--- src/rtl/bsg_link_sif_wormhole_mux_if.sv ---
// ---------------------------------------------------------------------------
// bsg_link_sif_wormhole_mux_if
//   Bundles the ready_and links around bsg_link_sif_wormhole_mux.
//   Each link word is packed as {v, data[width_p-1:0], ready_and_rev}
//   (v in the MSB, ready_and_rev in the LSB).
//
//   links_i      : client side, fwd flits + client ready for return traffic
//   links_o      : client side, return flits + ready toward the clients
//   multi_link_i : link side, inbound flits + downstream ready
//   multi_link_o : link side, outbound flits + ready toward the link
//
//   slave  modport : used by the mux
//   master modport : used by whatever drives the mux
// ---------------------------------------------------------------------------
interface bsg_link_sif_wormhole_mux_if #(
  parameter int num_in_p = 2,
  parameter int width_p  = 32
);
  localparam int sif_width_lp = width_p + 2;

  logic [num_in_p-1:0][sif_width_lp-1:0] links_i;
  logic [num_in_p-1:0][sif_width_lp-1:0] links_o;
  logic [sif_width_lp-1:0]               multi_link_i;
  logic [sif_width_lp-1:0]               multi_link_o;

  modport slave  (input  links_i, multi_link_i, output links_o, multi_link_o);
  modport master (output links_i, multi_link_i, input  links_o, multi_link_o);
endinterface

--- src/rtl/bsg_link_sif_wormhole_mux.sv ---
// ---------------------------------------------------------------------------
// bsg_link_sif_wormhole_mux
//   Merges num_in_p client ready_and links onto one shared link with
//   wormhole locking and round-robin fairness, and splits return traffic
//   back to the clients using the destination id in each header flit.
//
//   Header flit layout: [len_width_p-1:0]             body flit count
//                       [len_width_p +: lg_num_in_lp] destination client id
//
//   Ports:
//     clk_i, reset_i : clock, asynchronous active-high reset
//     link_if        : bsg_link_sif_wormhole_mux_if.slave (links_i/links_o,
//                      multi_link_i/multi_link_o)
//   Optional (macro BSG_LINK_SIF_WORMHOLE_MUX_PERF_EN):
//     perf_clear_i   : synchronous clear of the per-client flit counters
//     perf_flits_o   : per-client saturating count of accepted outbound flits
// ---------------------------------------------------------------------------

// Two-entry FIFO; ready is derived from occupancy only (never from yumi_i).
module bsg_link_sif_wormhole_mux_two_fifo #(
  parameter int width_p = 32
) (
  input  logic               clk_i,
  input  logic               reset_i,
  input  logic               v_i,
  input  logic [width_p-1:0] data_i,
  output logic               ready_o,
  output logic               v_o,
  output logic [width_p-1:0] data_o,
  input  logic               yumi_i
);
  logic [1:0]         count_q, count_d;
  logic               wptr_q, wptr_d, rptr_q, rptr_d;
  logic [width_p-1:0] mem_q [2];
  logic               enq, deq;

  assign ready_o = ~reset_i & (count_q != 2'd2);
  assign v_o     = (count_q != 2'd0);
  assign data_o  = mem_q[rptr_q];
  assign enq     = v_i & ready_o;
  assign deq     = yumi_i & v_o;

  always_comb begin
    count_d = count_q + {1'b0, enq} - {1'b0, deq};
    wptr_d  = wptr_q ^ enq;
    rptr_d  = rptr_q ^ deq;
  end

  always_ff @(posedge clk_i or posedge reset_i) begin
    if (reset_i) begin
      count_q <= 2'd0;
      wptr_q  <= 1'b0;
      rptr_q  <= 1'b0;
    end else begin
      count_q <= count_d;
      wptr_q  <= wptr_d;
      rptr_q  <= rptr_d;
    end
  end

  always_ff @(posedge clk_i) begin
    if (enq) mem_q[wptr_q] <= data_i;
  end
endmodule

module bsg_link_sif_wormhole_mux #(
  parameter int num_in_p    = 2,
  parameter int width_p     = 32,
  parameter int len_width_p = 4
) (
  input  logic clk_i,
  input  logic reset_i,
  bsg_link_sif_wormhole_mux_if.slave link_if
`ifdef BSG_LINK_SIF_WORMHOLE_MUX_PERF_EN
  , input  logic                       perf_clear_i
  , output logic [num_in_p-1:0][31:0]  perf_flits_o
`endif
);
  localparam int lg_num_in_lp = (num_in_p > 1) ? $clog2(num_in_p) : 1;
  localparam int idx_w_lp     = lg_num_in_lp + 1;
  localparam int sif_width_lp = width_p + 2;

  typedef enum logic {O_IDLE, O_LOCKED} out_state_e;
  typedef enum logic [1:0] {I_IDLE, I_ROUTE, I_DROP} in_state_e;

  // Unpacked client link fields
  logic [num_in_p-1:0] cli_v, cli_rdy, cli_ready_o, ret_v;
  logic [width_p-1:0]  cli_data [num_in_p];

  always_comb begin
    for (int i = 0; i < num_in_p; i++) begin
      cli_v[i]    = link_if.links_i[i][sif_width_lp-1];
      cli_data[i] = link_if.links_i[i][width_p:1];
      cli_rdy[i]  = link_if.links_i[i][0];
    end
  end

  // ------------------------------------------------------------------ outbound
  out_state_e               out_state_q, out_state_d;
  logic [lg_num_in_lp-1:0]  owner_q, owner_d, rr_q, rr_d;
  logic [len_width_p-1:0]   ocnt_q, ocnt_d;

  logic [idx_w_lp-1:0]      idx;
  logic                     any_v, locked, sel_v, accept;
  logic [lg_num_in_lp-1:0]  grant, sel;
  logic [width_p-1:0]       sel_data;
  logic [len_width_p-1:0]   out_len;
  logic                     out_ready, out_v;
  logic [width_p-1:0]       out_data;

  // First requester at or after rr_q, wrapping modulo num_in_p.
  always_comb begin
    any_v = 1'b0;
    grant = rr_q;
    idx   = '0;
    for (int k = 0; k < num_in_p; k++) begin
      idx = {1'b0, rr_q} + idx_w_lp'(k);
      if (idx >= idx_w_lp'(num_in_p)) idx = idx - idx_w_lp'(num_in_p);
      if (!any_v && cli_v[idx[lg_num_in_lp-1:0]]) begin
        any_v = 1'b1;
        grant = idx[lg_num_in_lp-1:0];
      end
    end
  end

  assign locked   = (out_state_q == O_LOCKED);
  assign sel      = locked ? owner_q : grant;
  assign sel_v    = locked ? cli_v[owner_q] : any_v;
  assign sel_data = cli_data[sel];
  assign out_len  = sel_data[len_width_p-1:0];
  assign accept   = sel_v & out_ready;

  // Only the granted/locked client sees ready; everyone else is held upstream.
  always_comb begin
    for (int i = 0; i < num_in_p; i++) begin
      cli_ready_o[i] = out_ready & (locked | any_v) & (sel == lg_num_in_lp'(i));
    end
  end

  always_comb begin
    out_state_d = out_state_q;
    owner_d     = owner_q;
    ocnt_d      = ocnt_q;
    rr_d        = rr_q;
    if (accept) begin
      if (!locked) begin
        rr_d = (grant == lg_num_in_lp'(num_in_p - 1)) ? '0 : grant + lg_num_in_lp'(1);
        if (out_len != '0) begin
          out_state_d = O_LOCKED;
          owner_d     = grant;
          ocnt_d      = out_len;
        end
      end else begin
        ocnt_d = ocnt_q - len_width_p'(1);
        if (ocnt_q == len_width_p'(1)) out_state_d = O_IDLE;
      end
    end
  end

  always_ff @(posedge clk_i or posedge reset_i) begin
    if (reset_i) begin
      out_state_q <= O_IDLE;
      owner_q     <= '0;
      ocnt_q      <= '0;
      rr_q        <= '0;
    end else begin
      out_state_q <= out_state_d;
      owner_q     <= owner_d;
      ocnt_q      <= ocnt_d;
      rr_q        <= rr_d;
    end
  end

  bsg_link_sif_wormhole_mux_two_fifo #(.width_p(width_p)) out_fifo (
    .clk_i   (clk_i),
    .reset_i (reset_i),
    .v_i     (sel_v),
    .data_i  (sel_data),
    .ready_o (out_ready),
    .v_o     (out_v),
    .data_o  (out_data),
    .yumi_i  (out_v & link_if.multi_link_i[0])
  );

  // ------------------------------------------------------------------- inbound
  in_state_e                in_state_q, in_state_d;
  logic [lg_num_in_lp-1:0]  dest_q, dest_d;
  logic [len_width_p-1:0]   icnt_q, icnt_d;

  logic                     in_ready, in_v, in_deq, dest_ok;
  logic [width_p-1:0]       in_data;
  logic [lg_num_in_lp-1:0]  hdr_dest;
  logic [len_width_p-1:0]   hdr_len;

  assign hdr_dest = in_data[len_width_p +: lg_num_in_lp];
  assign hdr_len  = in_data[len_width_p-1:0];
  // Out-of-range ids only exist when num_in_p is not a power of two.
  assign dest_ok  = (32'(hdr_dest) < num_in_p);

  always_comb begin
    ret_v      = '0;
    in_deq     = 1'b0;
    in_state_d = in_state_q;
    dest_d     = dest_q;
    icnt_d     = icnt_q;
    case (in_state_q)
      I_IDLE: begin
        if (dest_ok) begin
          ret_v[hdr_dest] = in_v;
          in_deq          = in_v & cli_rdy[hdr_dest];
        end else begin
          in_deq = in_v;
        end
        if (in_deq && hdr_len != '0) begin
          in_state_d = dest_ok ? I_ROUTE : I_DROP;
          dest_d     = hdr_dest;
          icnt_d     = hdr_len;
        end
      end
      I_ROUTE: begin
        ret_v[dest_q] = in_v;
        in_deq        = in_v & cli_rdy[dest_q];
      end
      I_DROP:  in_deq = in_v;
      default: in_state_d = I_IDLE;
    endcase
    if (in_state_q != I_IDLE && in_deq) begin
      icnt_d = icnt_q - len_width_p'(1);
      if (icnt_q == len_width_p'(1)) in_state_d = I_IDLE;
    end
  end

  always_ff @(posedge clk_i or posedge reset_i) begin
    if (reset_i) begin
      in_state_q <= I_IDLE;
      dest_q     <= '0;
      icnt_q     <= '0;
    end else begin
      in_state_q <= in_state_d;
      dest_q     <= dest_d;
      icnt_q     <= icnt_d;
    end
  end

  bsg_link_sif_wormhole_mux_two_fifo #(.width_p(width_p)) in_fifo (
    .clk_i   (clk_i),
    .reset_i (reset_i),
    .v_i     (link_if.multi_link_i[sif_width_lp-1]),
    .data_i  (link_if.multi_link_i[width_p:1]),
    .ready_o (in_ready),
    .v_o     (in_v),
    .data_o  (in_data),
    .yumi_i  (in_deq)
  );

  // Return data is broadcast; only the routed client sees v.
  always_comb begin
    for (int i = 0; i < num_in_p; i++) begin
      link_if.links_o[i] = {ret_v[i], in_data, cli_ready_o[i]};
    end
  end
  assign link_if.multi_link_o = {out_v, out_data, in_ready};

`ifdef BSG_LINK_SIF_WORMHOLE_MUX_PERF_EN
  logic [num_in_p-1:0][31:0] perf_q, perf_d;

  always_comb begin
    perf_d = perf_q;
    for (int i = 0; i < num_in_p; i++) begin
      if (perf_clear_i) perf_d[i] = '0;
      else if (accept && sel == lg_num_in_lp'(i) && perf_q[i] != 32'hFFFF_FFFF)
        perf_d[i] = perf_q[i] + 32'd1;
    end
  end

  always_ff @(posedge clk_i or posedge reset_i) begin
    if (reset_i) perf_q <= '0;
    else         perf_q <= perf_d;
  end

  assign perf_flits_o = perf_q;
`endif
endmodule

--- src/flat_wrapper.sv ---
// flat-port wrapper written by rule: the top's interface ports become plain ports
module bsg_link_sif_wormhole_mux_flat 
#(
  parameter int num_in_p    = 2,
  parameter int width_p     = 32,
  parameter int len_width_p = 4
)
  (clk_i, reset_i, link_if_links_i, link_if_multi_link_i, link_if_links_o, link_if_multi_link_o);
  bsg_link_sif_wormhole_mux_if #(.num_in_p(num_in_p), .width_p(width_p)) link_if_i ();
  input  logic clk_i;
  input  logic reset_i;
  input wire logic [$bits(link_if_i.links_i)-1:0] link_if_links_i;
  input wire logic [$bits(link_if_i.multi_link_i)-1:0] link_if_multi_link_i;
  output wire logic [$bits(link_if_i.links_o)-1:0] link_if_links_o;
  output wire logic [$bits(link_if_i.multi_link_o)-1:0] link_if_multi_link_o;
  assign link_if_i.links_i = link_if_links_i;
  assign link_if_i.multi_link_i = link_if_multi_link_i;
  assign link_if_links_o = link_if_i.links_o;
  assign link_if_multi_link_o = link_if_i.multi_link_o;
  bsg_link_sif_wormhole_mux #(.num_in_p(num_in_p), .width_p(width_p), .len_width_p(len_width_p)) u_core (.clk_i(clk_i), .reset_i(reset_i), .link_if(link_if_i));
endmodule
--- config.mk ---
export PLATFORM = sky130hd
export DESIGN_NAME = bsg_link_sif_wormhole_mux_flat
export DESIGN_NICKNAME = d
export VERILOG_FILES = /design/src/rtl/bsg_link_sif_wormhole_mux_if.sv /design/src/rtl/bsg_link_sif_wormhole_mux.sv /design/src/flat_wrapper.sv
export SDC_FILE = /design/constraint.sdc
export NUM_CORES = 1
export LEC_CHECK = 0
export ABC_CLOCK_PERIOD_IN_PS = 2800
export CAP_MARGIN = 5
export CORE_ASPECT_RATIO = 0.8
export CORE_MARGIN = 8
export CORE_UTILIZATION = 40
export DETAILED_ROUTE_END_ITERATION = 6
export PLACE_DENSITY = 0.7
export SLEW_MARGIN = 20
export SYNTH_ARGS = -nofsm -noshare
export SYNTH_HDL_FRONTEND = slang
export SYNTH_SLANG_ARGS = --single-unit
export TNS_END_PERCENT = 1
--- constraint.sdc ---
create_clock -name clk_i -period 2.8 [get_ports clk_i]
set_clock_uncertainty 0.05 [all_clocks]
set_input_delay 0.42 -clock clk_i [delete_from_list [all_inputs] [get_ports clk_i]]
set_output_delay 0.42 -clock clk_i [all_outputs]
set_load 0.05 [all_outputs]
Word level (Yosys, flattened, before mapping)
Memories as Yosys holds them, arrays and structs flattened.
Index checks and enable logic that the tools add are counted.
W data, S select, Z words.
{"block": "word_totals", "word_cells": 130, "n_memories": 2, "reg_bits": 22, "mem_bits_rw": 128}
{"name": "u_core.in_fifo.mem_q", "words": 2, "width": 32, "rd": 1, "rd_ports_with_merged_regs": 0, "wr": 1, "line_no": "bsg_link_sif_wormhole_mux.sv:34", "rtl": "logic [width_p-1:0] mem_q [2];"}
{"name": "u_core.out_fifo.mem_q", "words": 2, "width": 32, "rd": 1, "rd_ports_with_merged_regs": 0, "wr": 1, "line_no": "bsg_link_sif_wormhole_mux.sv:34"}
{"block": "classes", "n_reduce_logical": 21, "eq_ne": 6, "add_sub_neg": 10, "n_lt_le_gt_ge": 10, "mux": 45, "n_bitwise": 23}
{"operator": "$mux W32", "n": 3}
{"operator": "$mux W1", "n": 29}
{"operator": "$mux W4", "n": 5}
{"operator": "$and A1 B1 Y1", "n": 12}
{"operator": "$reduce_bool A2 Y1", "n": 6}
{"operator": "$lt A1 B2 Y1 const B", "n": 5}
{"operator": "$eq A4 B1 Y1 const B", "n": 2}
{"operator": "$pmux W2 S2", "n": 2}
{"operator": "$reduce_and A2 Y1", "n": 4}
{"operator": "$reduce_bool A4 Y1", "n": 2}
{"operator": "$sub A4 B1 Y4 const B", "n": 2}
{"operator": "$mux W2", "n": 3}
{"operator": "$logic_and A1 B1 Y1", "n": 5}
{"operator": "$add A2 B1 Y2", "n": 2}
{"operator": "$and A2 B2 Y2", "n": 2}
{"operator": "$ge A2 B2 Y1 const B", "n": 2}
{"operator": "$ne A2 B2 Y1 const B", "n": 2}
{"operator": "$sub A2 B1 Y2", "n": 2}
{"operator": "$xor A1 B1 Y1", "n": 4}
{"operator": "$not A1 Y1", "n": 3}
{"operator": "$pmux W1 S3", "n": 1}
{"operator": "$reduce_and A3 Y1", "n": 1}
{"operator": "$add A1 B1 Y2 const B", "n": 1}
{"operator": "$demux W1 S1", "n": 2}
{"operator": "other kinds (11)", "n": 13}

Longest topological paths before layout
{"block": "logic_depth", "ltp_word": 16, "ltp_mapped": 11, "ltp_nobuf": 9}

By module
A second synthesis with hierarchy kept.
{"block": "hier_totals", "hier_cells": 424, "area_unflattened_um2": 7035.5}
{"module": "bsg_link_sif_wormhole_mux_two_fifo", "cells_each": 122, "seq_area_each_um2": 2021.9, "area_each_um2": 2695.1, "instances": 2}
{"module": "bsg_link_sif_wormhole_mux", "cells_each": 180, "seq_area_each_um2": 350.3, "area_each_um2": 1645.3, "instances": 1}

Worst setup path before layout
Ideal clock, no wire load.
{"block": "synth_path", "path_kind": "in2out", "from": "input port link_if_links_i[67]", "to": "output port link_if_links_o[34]", "n_path_buf": 2, "path_stages": 5, "arrival_ns": 2.548, "slack_ns": -0.218, "t_required_ns": 2.330, "cell_sequence": "buf_4 > a21bo_2 > a31oi_4 > buf_6 > nor4_1"}
{"block": "synth_between", "elab_chain_cells": 9, "elab_cells_between_ends": 14, "cone_classes": "9 x mux; 3 x bitwise; 2 x reduce/logical"}
{"item": "start: declaration", "line_no": "flat_wrapper.sv:12", "rtl": "input wire logic [$bits(link_if_i.links_i)-1:0] link_if_links_i;"}
{"item": "$mux W1 (implied by the code) (2 in a row)", "line_no": "bsg_link_sif_wormhole_mux.sv:119", "rtl": "if (!any_v && cli_v[idx[lg_num_in_lp-1:0]]) begin"}
{"item": "$mux W1", "line_no": "bsg_link_sif_wormhole_mux.sv:119"}
{"item": "$logic_not A1 Y1", "line_no": "bsg_link_sif_wormhole_mux.sv:119"}
{"item": "$logic_and A1 B1 Y1", "line_no": "bsg_link_sif_wormhole_mux.sv:119"}
{"item": "$mux W1", "line_no": "bsg_link_sif_wormhole_mux.sv:119"}
{"item": "$or A1 B1 Y1", "line_no": "bsg_link_sif_wormhole_mux.sv:136", "rtl": "cli_ready_o[i] = out_ready & (locked | any_v) & (sel == lg_num_in_lp'(i));"}
{"item": "$and A1 B1 Y1", "line_no": "bsg_link_sif_wormhole_mux.sv:136"}
{"item": "$and A1 B1 Y1 (*)", "line_no": "bsg_link_sif_wormhole_mux.sv:136"}
{"item": "end: declaration", "line_no": "flat_wrapper.sv:14", "rtl": "output wire logic [$bits(link_if_i.links_o)-1:0] link_if_links_o;"}
Mark *: on every way between the ends. The rest lies on a longest branch, timed or not. The select of a mux whose other input is x is not followed.

Final worst setup path
{"block": "layout_path", "from": "register u_core.out_state_q (netlist: u_core.locked)", "to": "output port link_if_links_o[0]"}
{"block": "layout_between", "elab_chain_cells": 3, "elab_cells_between_ends": 5, "cone_classes": "1 x mux; 4 x bitwise"}
{"item": "start: declaration", "line_no": "bsg_link_sif_wormhole_mux.sv:99", "rtl": "out_state_e out_state_q, out_state_d;"}
{"item": "start signal: assignment", "line_no": "bsg_link_sif_wormhole_mux.sv:167", "rtl": "out_state_q <= out_state_d;"}
{"item": "$or A1 B1 Y1 / $mux W1 (equally long branches)", "line_no": "bsg_link_sif_wormhole_mux.sv:136, bsg_link_sif_wormhole_mux.sv:127"}
{"item": "$and A1 B1 Y1 / $not A1 Y1 (equally long branches)", "line_no": "bsg_link_sif_wormhole_mux.sv:136"}
{"item": "$and A1 B1 Y1 (*)", "line_no": "bsg_link_sif_wormhole_mux.sv:136"}
Mark *: on every way between the ends. The rest lies on a longest branch, timed or not.

==> results.sh <==
export IMPL_outcome="finished clean"
export IMPL_ys_types=57
export IMPL_ant_nets=0
export IMPL_ios=206
export IMPL_synth_area_leaders="edfxtp_1 (56%), mux2_2 (16%), dfrtp_1 (8.0%)"
export IMPL_critPathSlowestCell="dfrtp_1"
export IMPL_post_place_cells=831
export IMPL_hpwl_mm=12.55
export IMPL_hold_viol=0
export IMPL_via_count=4294
export IMPL_worst_skew_pair_late_latency_ns=0.41
export IMPL_ir_drop_mv=0.7959
export IMPL_grt_usage_pct=15.51
export IMPL_ys_top_cells_by_count="edfxtp_1 (128), mux2_2 (96), buf_4 (35)"
export IMPL_synth_top_flop_cell="edfxtp_1"
export IMPL_p_total_mw=12.40
export IMPL_max_cap_viol_count=0
export IMPL_final_area_mm2=0.01047
export IMPL_p_leak_nw=3.911
export IMPL_drive_gt1_share_pct=40.19
export IMPL_avgViaCountPerCell=4.981
export IMPL_cts_tree="yes"
export IMPL_setup_tns_final_ns=0
export IMPL_path_max_fanout=18
export IMPL_worstSetupStartpointType="flop"
export IMPL_hold_class="reg -> reg"
export IMPL_drt_pass1_iter_count=5
export IMPL_gp_congestion=0.8416
export IMPL_async_flop_share_pct=14.67
export IMPL_ys_ff_latch=150
export IMPL_instances_no_fill=862
export IMPL_synth_cells=437
export IMPL_h_tree_depth=4
export IMPL_required_ns=2.33
export IMPL_slowest_delay_ns=0.69
export IMPL_post_cts_setup_buffers=0
export IMPL_slew_headroom_pct=62.42
export IMPL_ys_seq_area_share_pct=64.01
export IMPL_fin_nets=741
export IMPL_cp_arrival_ns=2.17
export IMPL_post_dp_cell_area_mm2=0.009908
export IMPL_die_x_um=162.5
export IMPL_crit_chain="inv_1, a31oi_4, nor4b_2, buf_12"
export IMPL_yosys_area_top_type="edfxtp_1"
export IMPL_chipHeight_um=133.2
export IMPL_rsz0062_at_grt="no"
export IMPL_syn_nets=553
export IMPL_crit_type="reg -> out"
export IMPL_area_growth_pct=52.52
export IMPL_yosysMostFrequentCell="edfxtp_1"
export IMPL_cts_buffer_depth=2
export IMPL_timing_final_ws_setup_ns=0.1581
export IMPL_drt_iter0_drc=214
export IMPL_antenna_cells=0
export IMPL_cts_sinks=150
export IMPL_timing_final_crit_period_ns=2.642
export IMPL_drv_slew=0
export IMPL_wl_per_cell_um=19.32
export IMPL_core_mm2=0.01706
export IMPL_synth_area_per_cell_um2=15.71
export IMPL_drc=0
export IMPL_grt_pass1_vias=4806
export IMPL_crit_path_end_kind="primary output"
export IMPL_ctsRootBufferMaster="clkbuf_16"
export IMPL_grt_pass1_wl_mm=26.36
export IMPL_row_count=43
export IMPL_floorplan_initialDensity_pct=40.25
export IMPL_fmax_mhz=378.5
export IMPL_dieArea_mm2=0.02164
export IMPL_finalHoldWorstSlack_ns=0.4413
export IMPL_synth_edf_count=128
export IMPL_wl_mm=16.65
export IMPL_grt_max_degree=35
export IMPL_yosys_warnings=0
export IMPL_cts_buffers=17
export IMPL_setup_viol=0
export IMPL_tightest_slew_ns=0.5604
export IMPL_netlist_area_mm2=0.006865
export IMPL_cts_resized=0
export IMPL_min_period_over_period_pct=94.35
export IMPL_synth_top_area_share_pct=55.99
export IMPL_portBuffers=205
export IMPL_overflow=0
export IMPL_clk_pin_slew_ns=0.05
export IMPL_p_per_area_mw_per_mm2=1184
export IMPL_dpl_worst_slack_ns=0.1366
export IMPL_holdBufCountCts=0
export IMPL_final_core_utilization_pct=61.40
export IMPL_antenna_found_initial=0
[power breakdown]
group	switching [mW]	internal (mW)	total, mW
Combinational	3.80	3.21	7.01
Sequential	0.228	2.99	3.22
Clock	0.869	1.30	2.17
[worst max-delay path, delay by kind of cell (launching register included)]
| family | cells | cell delay (ns) |
|---|---|---|
| buf+inv | 2 | 0.46 |
| simple gates | 1 | 0.36 |
| flops | 1 | 0.69 |
| compound gates | 1 | 0.25 |
[registers in the layout, indices dropped and copies added, names as in the netlist]
signal,flops
u_core.out_fifo.wptr_q,1
u_core.dest_q,1
u_core.out_fifo.mem_q,64
u_core.locked,1
u_core.out_fifo.count_q,2
u_core.rr_q,1
u_core.in_fifo.rptr_q,1
u_core.owner_q,1
u_core.ocnt_q,4
u_core.in_fifo.mem_q,64
u_core.out_fifo.rptr_q,1
u_core.in_fifo.count_q,2
u_core.icnt_q,4
u_core.in_fifo.wptr_q,1
u_core.in_state_q,2
[path summary, 6_finish.rpt]
kind	slack (ns)	startpoint	to	cells after the start
max	0.16	u_core.locked	link_if_links_o[0]	4
max in group asynchronous	1.61	reset_i	u_core.out_fifo.count_q[1]	4
min	0.44	u_core.out_fifo.count_q[1]	u_core.out_fifo.count_q[1]	1
min reg2reg	0.44	u_core.out_fifo.count_q[1]	u_core.out_fifo.count_q[1]	1
min in group asynchronous	0.55	reset_i	u_core.in_fifo.wptr_q	3
max reg2reg	0.52	u_core.locked	u_core.out_fifo.mem_q[0][7]	4
[area by class of cell]
cell class | count | area (um2)
fillers | 1221 | 6584
flip-flops and latches | 150 | 4394
repair buffers | 220 | 3113
multi-input cells | 220 | 2059
clock buffers | 18 | 429.2
well taps | 225 | 281.5
clock inverters | 13 | 133.9
inverters | 16 | 60.06
[metal layers]
layer	vias up	GRT usage, %	wire length, um
li1	2002	-	-
met3	25	6.445	1387
met2	159	26.39	8383
met4	0	6.160	375
met1	2108	16.89	6505
met5	-	0	0
[logic make-up (layout without fill, tap and decap cells)]
kind of cell             after synthesis  after routing  share of synthesized area (%)
flip-flops                           150            150                          64.01
multiplexers                         106            106                          17.51
buffers and inverters                 67            267                          6.087
AND/OR/NAND/NOR                       60             60                          5.304
AO/OA/AOI/OAI                         36             36                          4.137
adder cells (fa/ha/maj)               12             12                          2.187
XOR/XNOR                               6              6                         0.7654
[placed cells by master, fill, tap and decap left out, types with 4 or more instances in the layout]
cell type	synthesis	layout
edfxtp_1	128	128
clkdlybuf4s50_1	0	104
mux2_2	96	96
buf_12	0	96
dfrtp_1	22	22
buf_4	35	20
clkbuf_16	0	17
inv_1	16	16
ha_1	12	12
nor2_1	8	8
nor3_1	8	8
nand2_1	7	7
or3_1	6	6
nand3_1	6	6
nor4_1	6	5
o31ai_1	4	4
o211ai_1	4	4
o21ai_0	4	4
xnor2_1	4	4
clkinv_2	0	4
Power figures use the tool's default switching activity.
